`src/rtl/adc_frame_gate_if.sv`:
```
// ---------------------------------------------------------------------------
// adc_frame_gate_if
// Bundles the ADC-side input stream and the frame-gated output stream of
// adc_frame_gate.
//   master : the ADC/control side. Drives enable_sw, buff_full, data and
//            data_valid. Observes the gated stream, status and counters.
//   slave  : adc_frame_gate itself. Consumes the inputs and drives
//            sample_out, sample_valid, frame_start, frame_last, busy,
//            frames_done, drop_cnt and overrun.
// ---------------------------------------------------------------------------
interface adc_frame_gate_if;

    logic        enable_sw;
    logic        buff_full;
    logic [11:0] data;
    logic        data_valid;

    logic [15:0] sample_out;
    logic        sample_valid;
    logic        frame_start;
    logic        frame_last;
    logic        busy;
    logic [15:0] frames_done;
    logic [15:0] drop_cnt;
    logic        overrun;

    modport master (
        output enable_sw,
        output buff_full,
        output data,
        output data_valid,
        input  sample_out,
        input  sample_valid,
        input  frame_start,
        input  frame_last,
        input  busy,
        input  frames_done,
        input  drop_cnt,
        input  overrun
    );

    modport slave (
        input  enable_sw,
        input  buff_full,
        input  data,
        input  data_valid,
        output sample_out,
        output sample_valid,
        output frame_start,
        output frame_last,
        output busy,
        output frames_done,
        output drop_cnt,
        output overrun
    );

endinterface

```
`src/rtl/adc_frame_gate.sv`:
```
// ---------------------------------------------------------------------------
// adc_frame_gate
// Sign-extends the 12-bit ADC stream, optionally decimates it by block
// averaging (DECIM = 1, 2, 4, 8 or 16), and forwards only whole frames of
// FRAME_LEN samples to the FFT. Frames never start or stop part-way through;
// samples that arrive while the output buffer is full during a frame are
// counted as drops.
//
// Parameters
//   FRAME_LEN : samples per frame, power of two, 2..65536
//   DECIM     : decimation factor, 1/2/4/8/16
// Ports
//   CLK       : system clock
//   rst       : asynchronous, active-high reset
//   bus       : adc_frame_gate_if.slave
//               in : enable_sw, buff_full, data[11:0], data_valid
//               out: sample_out[15:0], sample_valid, frame_start,
//                    frame_last, busy, frames_done[15:0], drop_cnt[15:0],
//                    overrun (all registered)
// ---------------------------------------------------------------------------
module adc_frame_gate #(
    parameter int unsigned FRAME_LEN = 1024,
    parameter int unsigned DECIM     = 1
) (
    input  logic              CLK,
    input  logic              rst,
    adc_frame_gate_if.slave   bus
);

    localparam int unsigned IDX_W = $clog2(FRAME_LEN);
    localparam int unsigned SHIFT = $clog2(DECIM);
    localparam int unsigned PH_W  = (DECIM > 1) ? $clog2(DECIM) : 1;

    localparam logic [IDX_W-1:0] IDX_LAST = IDX_W'(FRAME_LEN - 1);
    localparam logic [PH_W-1:0]  PH_LAST  = PH_W'(DECIM - 1);

    typedef enum logic {
        IDLE = 1'b0,
        RUN  = 1'b1
    } state_t;

    // -----------------------------------------------------------------------
    // State and output registers
    // -----------------------------------------------------------------------
    state_t                state_q,       state_d;
    logic [IDX_W-1:0]      idx_q,         idx_d;
    logic signed [15:0]    acc_q,         acc_d;
    logic [PH_W-1:0]       phase_q,       phase_d;
    logic [15:0]           sample_out_q,  sample_out_d;
    logic                  sample_valid_q, sample_valid_d;
    logic                  frame_start_q, frame_start_d;
    logic                  frame_last_q,  frame_last_d;
    logic                  busy_q,        busy_d;
    logic [15:0]           frames_done_q, frames_done_d;
    logic [15:0]           drop_cnt_q,    drop_cnt_d;
    logic                  overrun_q,     overrun_d;

    // Decimator combinational results
    logic signed [15:0]    x_ext_c;
    logic signed [15:0]    sum_c;
    logic signed [15:0]    dec_sample_c;
    logic                  dec_valid_c;

    // Frame-gate helper
    logic                  fwd_c;

    // -----------------------------------------------------------------------
    // Decimator: free-running block averager, independent of the FSM state.
    // The block sum of up to 16 sign-extended 12-bit samples fits 16 bits.
    // -----------------------------------------------------------------------
    always_comb begin
        acc_d        = acc_q;
        phase_d      = phase_q;
        x_ext_c      = {{4{bus.data[11]}}, bus.data};
        sum_c        = acc_q + x_ext_c;
        dec_valid_c  = bus.data_valid && (phase_q == PH_LAST);
        // Arithmetic shift: floor of the block mean.
        dec_sample_c = sum_c >>> SHIFT;

        if (bus.data_valid) begin
            if (phase_q == PH_LAST) begin
                acc_d   = '0;
                phase_d = '0;
            end else begin
                acc_d   = sum_c;
                phase_d = phase_q + PH_W'(1);
            end
        end
    end

    // -----------------------------------------------------------------------
    // Frame gate: next state, sample index, output strobes and counters.
    // -----------------------------------------------------------------------
    always_comb begin
        state_d        = state_q;
        idx_d          = idx_q;
        sample_out_d   = sample_out_q;
        sample_valid_d = 1'b0;
        frame_start_d  = 1'b0;
        frame_last_d   = 1'b0;
        frames_done_d  = frames_done_q;
        drop_cnt_d     = drop_cnt_q;
        overrun_d      = overrun_q;
        fwd_c          = 1'b0;

        case (state_q)
            IDLE: begin
                // A full buffer only defers the start; it is not a drop.
                if (dec_valid_c && bus.enable_sw && !bus.buff_full) begin
                    fwd_c   = 1'b1;
                    state_d = RUN;
                end
            end
            RUN: begin
                // enable_sw is ignored here so that a frame always completes.
                if (dec_valid_c) begin
                    if (bus.buff_full) begin
                        overrun_d = 1'b1;
                        if (drop_cnt_q != 16'hFFFF) begin
                            drop_cnt_d = drop_cnt_q + 16'd1;
                        end
                    end else begin
                        fwd_c = 1'b1;
                    end
                end
            end
            default: begin
                state_d = IDLE;
            end
        endcase

        if (fwd_c) begin
            sample_valid_d = 1'b1;
            sample_out_d   = dec_sample_c;
            frame_start_d  = (idx_q == '0);
            if (idx_q == IDX_LAST) begin
                frame_last_d  = 1'b1;
                idx_d         = '0;
                frames_done_d = frames_done_q + 16'd1;
                // Continue straight into the next frame only while enabled.
                if (!bus.enable_sw) begin
                    state_d = IDLE;
                end
            end else begin
                idx_d = idx_q + IDX_W'(1);
            end
        end

        // busy stays high through the frame_last cycle, then follows the state.
        busy_d = (state_d == RUN) || frame_last_d;
    end

    // -----------------------------------------------------------------------
    // Registers
    // -----------------------------------------------------------------------
    always_ff @(posedge CLK or posedge rst) begin
        if (rst) begin
            state_q        <= IDLE;
            idx_q          <= '0;
            acc_q          <= '0;
            phase_q        <= '0;
            sample_out_q   <= '0;
            sample_valid_q <= 1'b0;
            frame_start_q  <= 1'b0;
            frame_last_q   <= 1'b0;
            busy_q         <= 1'b0;
            frames_done_q  <= '0;
            drop_cnt_q     <= '0;
            overrun_q      <= 1'b0;
        end else begin
            state_q        <= state_d;
            idx_q          <= idx_d;
            acc_q          <= acc_d;
            phase_q        <= phase_d;
            sample_out_q   <= sample_out_d;
            sample_valid_q <= sample_valid_d;
            frame_start_q  <= frame_start_d;
            frame_last_q   <= frame_last_d;
            busy_q         <= busy_d;
            frames_done_q  <= frames_done_d;
            drop_cnt_q     <= drop_cnt_d;
            overrun_q      <= overrun_d;
        end
    end

    // -----------------------------------------------------------------------
    // Outputs
    // -----------------------------------------------------------------------
    assign bus.sample_out   = sample_out_q;
    assign bus.sample_valid = sample_valid_q;
    assign bus.frame_start  = frame_start_q;
    assign bus.frame_last   = frame_last_q;
    assign bus.busy         = busy_q;
    assign bus.frames_done  = frames_done_q;
    assign bus.drop_cnt     = drop_cnt_q;
    assign bus.overrun      = overrun_q;

endmodule

```
`src/flat_wrapper.sv`:
```
// flat-port wrapper written by rule: the top's interface ports become plain ports
module adc_frame_gate_flat 
#(
    parameter int unsigned FRAME_LEN = 1024,
    parameter int unsigned DECIM     = 1
)
  (CLK, rst, bus_enable_sw, bus_buff_full, bus_data, bus_data_valid, bus_sample_out, bus_sample_valid, bus_frame_start, bus_frame_last, bus_busy, bus_frames_done, bus_drop_cnt, bus_overrun);
  adc_frame_gate_if bus_i ();
  input  logic CLK;
  input  logic rst;
  input wire logic [$bits(bus_i.enable_sw)-1:0] bus_enable_sw;
  input wire logic [$bits(bus_i.buff_full)-1:0] bus_buff_full;
  input wire logic [$bits(bus_i.data)-1:0] bus_data;
  input wire logic [$bits(bus_i.data_valid)-1:0] bus_data_valid;
  output wire logic [$bits(bus_i.sample_out)-1:0] bus_sample_out;
  output wire logic [$bits(bus_i.sample_valid)-1:0] bus_sample_valid;
  output wire logic [$bits(bus_i.frame_start)-1:0] bus_frame_start;
  output wire logic [$bits(bus_i.frame_last)-1:0] bus_frame_last;
  output wire logic [$bits(bus_i.busy)-1:0] bus_busy;
  output wire logic [$bits(bus_i.frames_done)-1:0] bus_frames_done;
  output wire logic [$bits(bus_i.drop_cnt)-1:0] bus_drop_cnt;
  output wire logic [$bits(bus_i.overrun)-1:0] bus_overrun;
  assign bus_i.enable_sw = bus_enable_sw;
  assign bus_i.buff_full = bus_buff_full;
  assign bus_i.data = bus_data;
  assign bus_i.data_valid = bus_data_valid;
  assign bus_sample_out = bus_i.sample_out;
  assign bus_sample_valid = bus_i.sample_valid;
  assign bus_frame_start = bus_i.frame_start;
  assign bus_frame_last = bus_i.frame_last;
  assign bus_busy = bus_i.busy;
  assign bus_frames_done = bus_i.frames_done;
  assign bus_drop_cnt = bus_i.drop_cnt;
  assign bus_overrun = bus_i.overrun;
  adc_frame_gate #(.FRAME_LEN(FRAME_LEN), .DECIM(DECIM)) u_core (.CLK(CLK), .rst(rst), .bus(bus_i));
endmodule
```
`config.mk`:
```
export PLATFORM = sky130hd
export DESIGN_NAME = adc_frame_gate_flat
export DESIGN_NICKNAME = d
export VERILOG_FILES = /design/src/rtl/adc_frame_gate_if.sv /design/src/rtl/adc_frame_gate.sv /design/src/flat_wrapper.sv
export SDC_FILE = /design/constraint.sdc
export NUM_CORES = 1
export LEC_CHECK = 0
export ABC_AREA = 1
export CAP_MARGIN = 20
export CORE_MARGIN = 8
export CORE_UTILIZATION = 43
export DETAILED_ROUTE_END_ITERATION = 8
export PLACE_DENSITY = 0.69
export SYNTH_ARGS = -nofsm -noshare
export SYNTH_HDL_FRONTEND = slang
export SYNTH_SLANG_ARGS = --single-unit
```
`constraint.sdc`:
```
create_clock -name CLK -period 4.8 [get_ports CLK]
set_clock_uncertainty 0.2 [all_clocks]
set_input_delay 0.96 -clock CLK [delete_from_list [all_inputs] [get_ports CLK]]
set_output_delay 0.96 -clock CLK [all_outputs]
set_load 0.02 [all_outputs]
```
**After elaboration in Yosys (flattened, before gate mapping)**

Cells that the tools add are included.

- ROM bits: 0
- Logic and storage cells: 45
- Flip-flop bits (word level): 81
- Latch bits: 0
- Input port bits: 17
- Memories: 0
- Output and inout bits: 53
- RAM bits: 0

- Multiply operators: 0
- Shift-type cells: 0
- Bitwise gates (word level): 2
- Add/subtract/negate cells: 5
- Equal/unequal tests: 2
- Divide/modulo/power cells: 0
- $lt $le $gt $ge: 0
- Reduce and logical (&&, ||, !) cells: 9
- Multiplexer cells: 15

Operator list:

| operator | count |
|---|---|
| 16-bit by 1-bit adder with 16-bit output, second input constant | 2 |
| 16-bit by 12-bit adder with 16-bit output | 1 |
| 16-bit 2-to-1 mux | 1 |
| 16-bit inequality test, second input constant | 1 |
| 1-bit 2-to-1 mux | 12 |
| 10-bit by 1-bit adder with 10-bit output, second input constant | 1 |
| 10-bit == test, second input constant | 1 |
| 10-bit logical NOT | 1 |
| 10-bit 2-to-1 mux | 1 |
| 4-bit AND reduction | 1 |
| 1-bit logical AND | 3 |
| 3-bit AND reduction | 1 |
| 1-bit inverter | 2 |
| 1-bit one-hot mux with 2 select lines | 1 |
| 2-bit AND reduction | 1 |
| 1-bit adder, second input constant | 1 |
| 1-bit logical NOT | 1 |
| 1-bit logical OR | 1 |

**Logic depth before layout (Yosys ltp)**

- Depth after elaboration: 10
- Depth in mapped cells: 10
- Mapped depth without buffers: 9

**Worst setup path after synthesis**

Ideal clock, no wire load.

- Path type: input-to-reg
- Start point: in bus_buff_full
- End point: reg u_core.frames_done_q[11], in the netlist u_core.bus.frames_done[11]
- Stages on the path: 7
- Data required time: 4.474 ns
- Data arrival time: 1.693 ns
- Buffers on the path: 1
- Path slack: 2.781 ns
- Setup time: 0.126 ns
- Cell sequence: inv_1 -> nand2_1 -> nor2_4 -> inv_2 -> nor2_4 -> buf_6 -> o21ai_0

- Cells in the longest elaborated chain, start to end: 5
- Elaborated cells between the ends (all ways): 7
- Classes of those cells: mux: 4; reduce/logical: 3

Ends and longest elaborated chain:

| item | RTL line | text |
|---|---|---|
| from (decl) | flat_wrapper.sv:12 | `input wire logic [$bits(bus_i.buff_full)-1:0] bus_buff_full;` |
| 1-bit logical NOT | adc_frame_gate.sv:109 | `if (dec_valid_c && bus.enable_sw && !bus.buff_full) begin` |
| 1-bit logical AND | adc_frame_gate.sv:109 |  |
| 1-bit 2-to-1 mux | adc_frame_gate.sv:109 |  |
| 1-bit one-hot mux with 2 select lines (*) | adc_frame_gate.sv:106 | `case (state_q)` |
| 2-bit AND reduction (no line) (*) | -- |  |
| to (signal assigned) | adc_frame_gate.sv:180 | `frames_done_q <= frames_done_d;` |
| to (decl) | adc_frame_gate.sv:54 | `logic [15:0] frames_done_q, frames_done_d;` |

Every way passes the cells marked *; elsewhere a longest branch is shown, timed or not.
A chain may end at the register's enable or synchronous reset.

**Worst setup path in the final report**

- Start point: reg u_core.drop_cnt_q[10], in the netlist u_core.bus.drop_cnt[10]
- End point: out bus_drop_cnt[10]

RTL lines:

| item | RTL line | text |
|---|---|---|
| from (decl) | adc_frame_gate.sv:55 | `logic [15:0] drop_cnt_q, drop_cnt_d;` |
| from (signal assigned) | adc_frame_gate.sv:181 | `drop_cnt_q <= drop_cnt_d;` |
| to (decl) | flat_wrapper.sv:21 | `output wire logic [$bits(bus_i.drop_cnt)-1:0] bus_drop_cnt;` |

No word-level cell between the ends.

==> results_dict.tcl <==
set metrics [dict create \
    hold_class "flip-flop to flip-flop" \
    synth.yosys.warnings 0 \
    gp_routability_congestion 0.854 \
    critical_path_top_delay_cell "sky130_fd_sc_hd__clkdlybuf4s50_1" \
    layout.cells.most_common "sky130_fd_sc_hd__nand2_1" \
    die_w_um 103 \
    core_region_area_um2 7570 \
    gr-total-overflow 0 \
    timing.final.crit_share_pct 54.7 \
    syn-num-nets 453 \
    crit_path_end_kind "primary output" \
    maxSlewViolCount 0 \
    timing.setup.critical_path_class "flip-flop to primary output" \
    finalHoldWorstSlack_ns 0.278 \
    diodes 0 \
    num_io_pins 70 \
    final_core_util_pct 56.5 \
    area.growth.synth_to_final_pct 30.0 \
    hold_violations 0 \
    detail-route-antenna-nets 0 \
    num-nets-final 525 \
    synthesis.instances 432 \
    critPathLaunchType "flip-flop" \
    holdBufCountCts 0 \
    post_synth_num_cell_types 31 \
    fp.dieH_um 103 \
    cts_sinks 60 \
    die-area_um2 10700 \
    drt-pass1-iter-count 4 \
    synthesis.area_um2 3290 \
    report.final.setup_viol 0 \
    critical_path.cell_chain "clkdlybuf4s50_1" \
    synth_sequential_area_ratio_pct 45.7 \
    rsz0062_at_grt "no" \
    p_per_area_nw_per_um2 390 \
    globalRouteTotalUtil_pct 15.7 \
    n_fill_cell 693 \
    worst_ir_drop_vdd_uv 174 \
    cts.repair.resized 0 \
    grt_pass1_vias 2884 \
    io_buffers 69 \
    detail_route.wl_per_cell_um 12.5 \
    postSynthAreaPerCell_um2 7.61 \
    routed-via-count 2889 \
    pin_count_of_the_biggest_net_entering_global_routing 35 \
    avgViaCountPerCell 4.73 \
    drt_wl_total_mm 7.66 \
    post-dp-hpwl_mm 5.72 \
    clock-root-buffer "sky130_fd_sc_hd__clkbuf_8" \
    totalPowerFinal_mw 1.67 \
    crit_required_ns 3.64 \
    power.static_leakage_nw 2.02 \
    maxClockFrequency_mhz 381 \
    dr.first_iter.drc_count 123 \
    number_of_rows_created_at_floorplan 32 \
    tritoncts.num_buffers 9 \
    tritoncts_clock_tree "built" \
    count_of_buffer_and_inverter_cells_on_the_critical_path 1 \
    drt_drc_violations_left 0 \
    clock_transition_at_path_regs_ns 0.07 \
    totalNegativeSetupSlack_ns 0 \
    drv_cap 0 \
    max-clock-path-buffers 2 \
    rel_slew_slack_pct 51.9 \
    crit_family "buffers and inverters" \
    finalCriticalPeriod_ns 2.63 \
    worst-slew-pin-transition_ns 0.720 \
    postCtsSetupBuffers 0 \
    global_route_wire_length_before_repair_mm 13.3 \
    status "finished, final reports clean" \
    insertion_delay_ns 0.33 \
    number_of_antenna_violations_at_the_first_check_in_global_routing 0 \
    worst-path-max-fanout 7 \
    largest_stage_delay_worst_path_ns 0.67 \
    cts.htree.levels 3 \
    effective_utilization_at_floorplan_pct 43.4 \
    synth_seq_cells 60 \
    mostFrequentLayoutCells "sky130_fd_sc_hd__nand2_1, sky130_fd_sc_hd__clkdlybuf4s50_1, sky130_fd_sc_hd__dfrtp_1" \
    worst-endpoint-arrival_ns 1.47 \
    post_route_cells_drive_above_1_share_pct 8.25 \
]
==> Yosys cell counts <==
cell type,number,area [µm²]
sky130_fd_sc_hd__nand3_1,25,125
sky130_fd_sc_hd__nor3_2,1,10.0
sky130_fd_sc_hd__buf_8,1,15.0
sky130_fd_sc_hd__nand2_4,2,22.5
sky130_fd_sc_hd__nand3b_4,1,20.0
sky130_fd_sc_hd__clkbuf_1,1,3.75
sky130_fd_sc_hd__nand3_2,1,10.0
sky130_fd_sc_hd__nand4_2,1,12.5
sky130_fd_sc_hd__buf_6,2,22.5
sky130_fd_sc_hd__nor3_1,1,5.00
sky130_fd_sc_hd__xor2_1,8,70.1
sky130_fd_sc_hd__inv_1,34,128
sky130_fd_sc_hd__nor2_4,7,78.8
sky130_fd_sc_hd__nand2_2,4,25.0
sky130_fd_sc_hd__nand3b_1,1,7.51
sky130_fd_sc_hd__buf_2,2,10.0
sky130_fd_sc_hd__xnor2_1,9,78.8
sky130_fd_sc_hd__nor2_2,1,6.26
sky130_fd_sc_hd__inv_2,4,15.0
sky130_fd_sc_hd__a21oi_1,1,5.00
sky130_fd_sc_hd__nor4_1,1,6.26
sky130_fd_sc_hd__o21ai_1,9,45.0
sky130_fd_sc_hd__buf_4,4,30.0
sky130_fd_sc_hd__nand4_1,16,100
sky130_fd_sc_hd__nand2_1,185,694
sky130_fd_sc_hd__ha_1,4,50.1
sky130_fd_sc_hd__and2_1,1,6.26
sky130_fd_sc_hd__or2_2,1,6.26
sky130_fd_sc_hd__nor2_1,35,131
sky130_fd_sc_hd__dfrtp_1,60,1500
sky130_fd_sc_hd__o21ai_0,9,45.0
==> path summary, 6_finish.rpt <==
kind	from	endpoint	slack, ns	cells past startpoint
max	u_core.bus.drop_cnt[10]	bus_drop_cnt[10]	2.17	1
min	u_core.bus.sample_out[2]	u_core.bus.sample_out[2]	0.28	2
max reg2reg	u_core.bus.drop_cnt[0]	u_core.bus.drop_cnt[9]	2.89	8
min reg2reg	u_core.bus.sample_out[2]	u_core.bus.sample_out[2]	0.28	2
max in group asynchronous	rst	u_core.bus.frames_done[11]	2.70	3
min in group asynchronous	rst	u_core.bus.drop_cnt[14]	0.88	2
==> cell families (layout without fill, tap and decap cells) <==
logic type | Yosys count | in the layout | synth area share (%)
AOI/OAI and AO/OA | 19 | 19 | 2.89
xor gates and xnor gates | 17 | 17 | 4.53
adders and majority gates | 4 | 4 | 1.52
buffers and inverters | 48 | 125 | 6.81
DFF | 60 | 60 | 45.7
and+or+nand+nor | 284 | 284 | 38.6
==> area by class of cell <==
cell class | count | area [µm²] | area share [%]
clock buffer | 12 | 165 | 3.86
clock inverter | 4 | 70.1 | 1.64
inverter | 38 | 143 | 3.34
multi-input combinational | 324 | 1560 | 36.5
sequential | 60 | 1500 | 35.1
tap | 102 | 128 | 2.99
timing repair buffer | 71 | 706 | 16.5
==> power breakdown <==
| group | switching (mW) | internal, mW | total [mW] |
|---|---|---|---|
| logic | 0.252 | 0.199 | 0.450 |
| registers | 0.104 | 0.583 | 0.687 |
| clock network | 0.197 | 0.333 | 0.530 |
==> sequential cells by signal (all words and copies together) (netlist names) <==
signal,cells
u_core.bus.frame_start,1
u_core.bus.sample_valid,1
u_core.bus.drop_cnt,16
u_core.bus.frames_done,16
u_core.bus.busy,1
u_core.bus.frame_last,1
u_core.bus.overrun,1
u_core.state_q,1
u_core.idx_q,10
u_core.bus.sample_out,12
==> through the flow <==
stage	cells	area, µm²	setup WS, ns
2_1_floorplan	432	3290	2.16
3_3_place_gp	595	4040	1.94
3_5_place_dp	595	4040	1.87
4_1_cts	611	4270	2.16
5_1_grt	611	4270	2.04
6_report	611	4270	2.17
==> metal layers <==
| layer | wire [µm] | GRT usage [%] | share of wire [%] |
|---|---|---|---|
| met2 | 3680 | 26.5 | 48 |
| met5 | 0 | 0 | 0 |
| met1 | 3380 | 18.7 | 44 |
| met4 | 90 | 6.56 | 1.2 |
| met3 | 511 | 4.02 | 6.7 |
No activity file was read; power rests on OpenSTA's default activity.
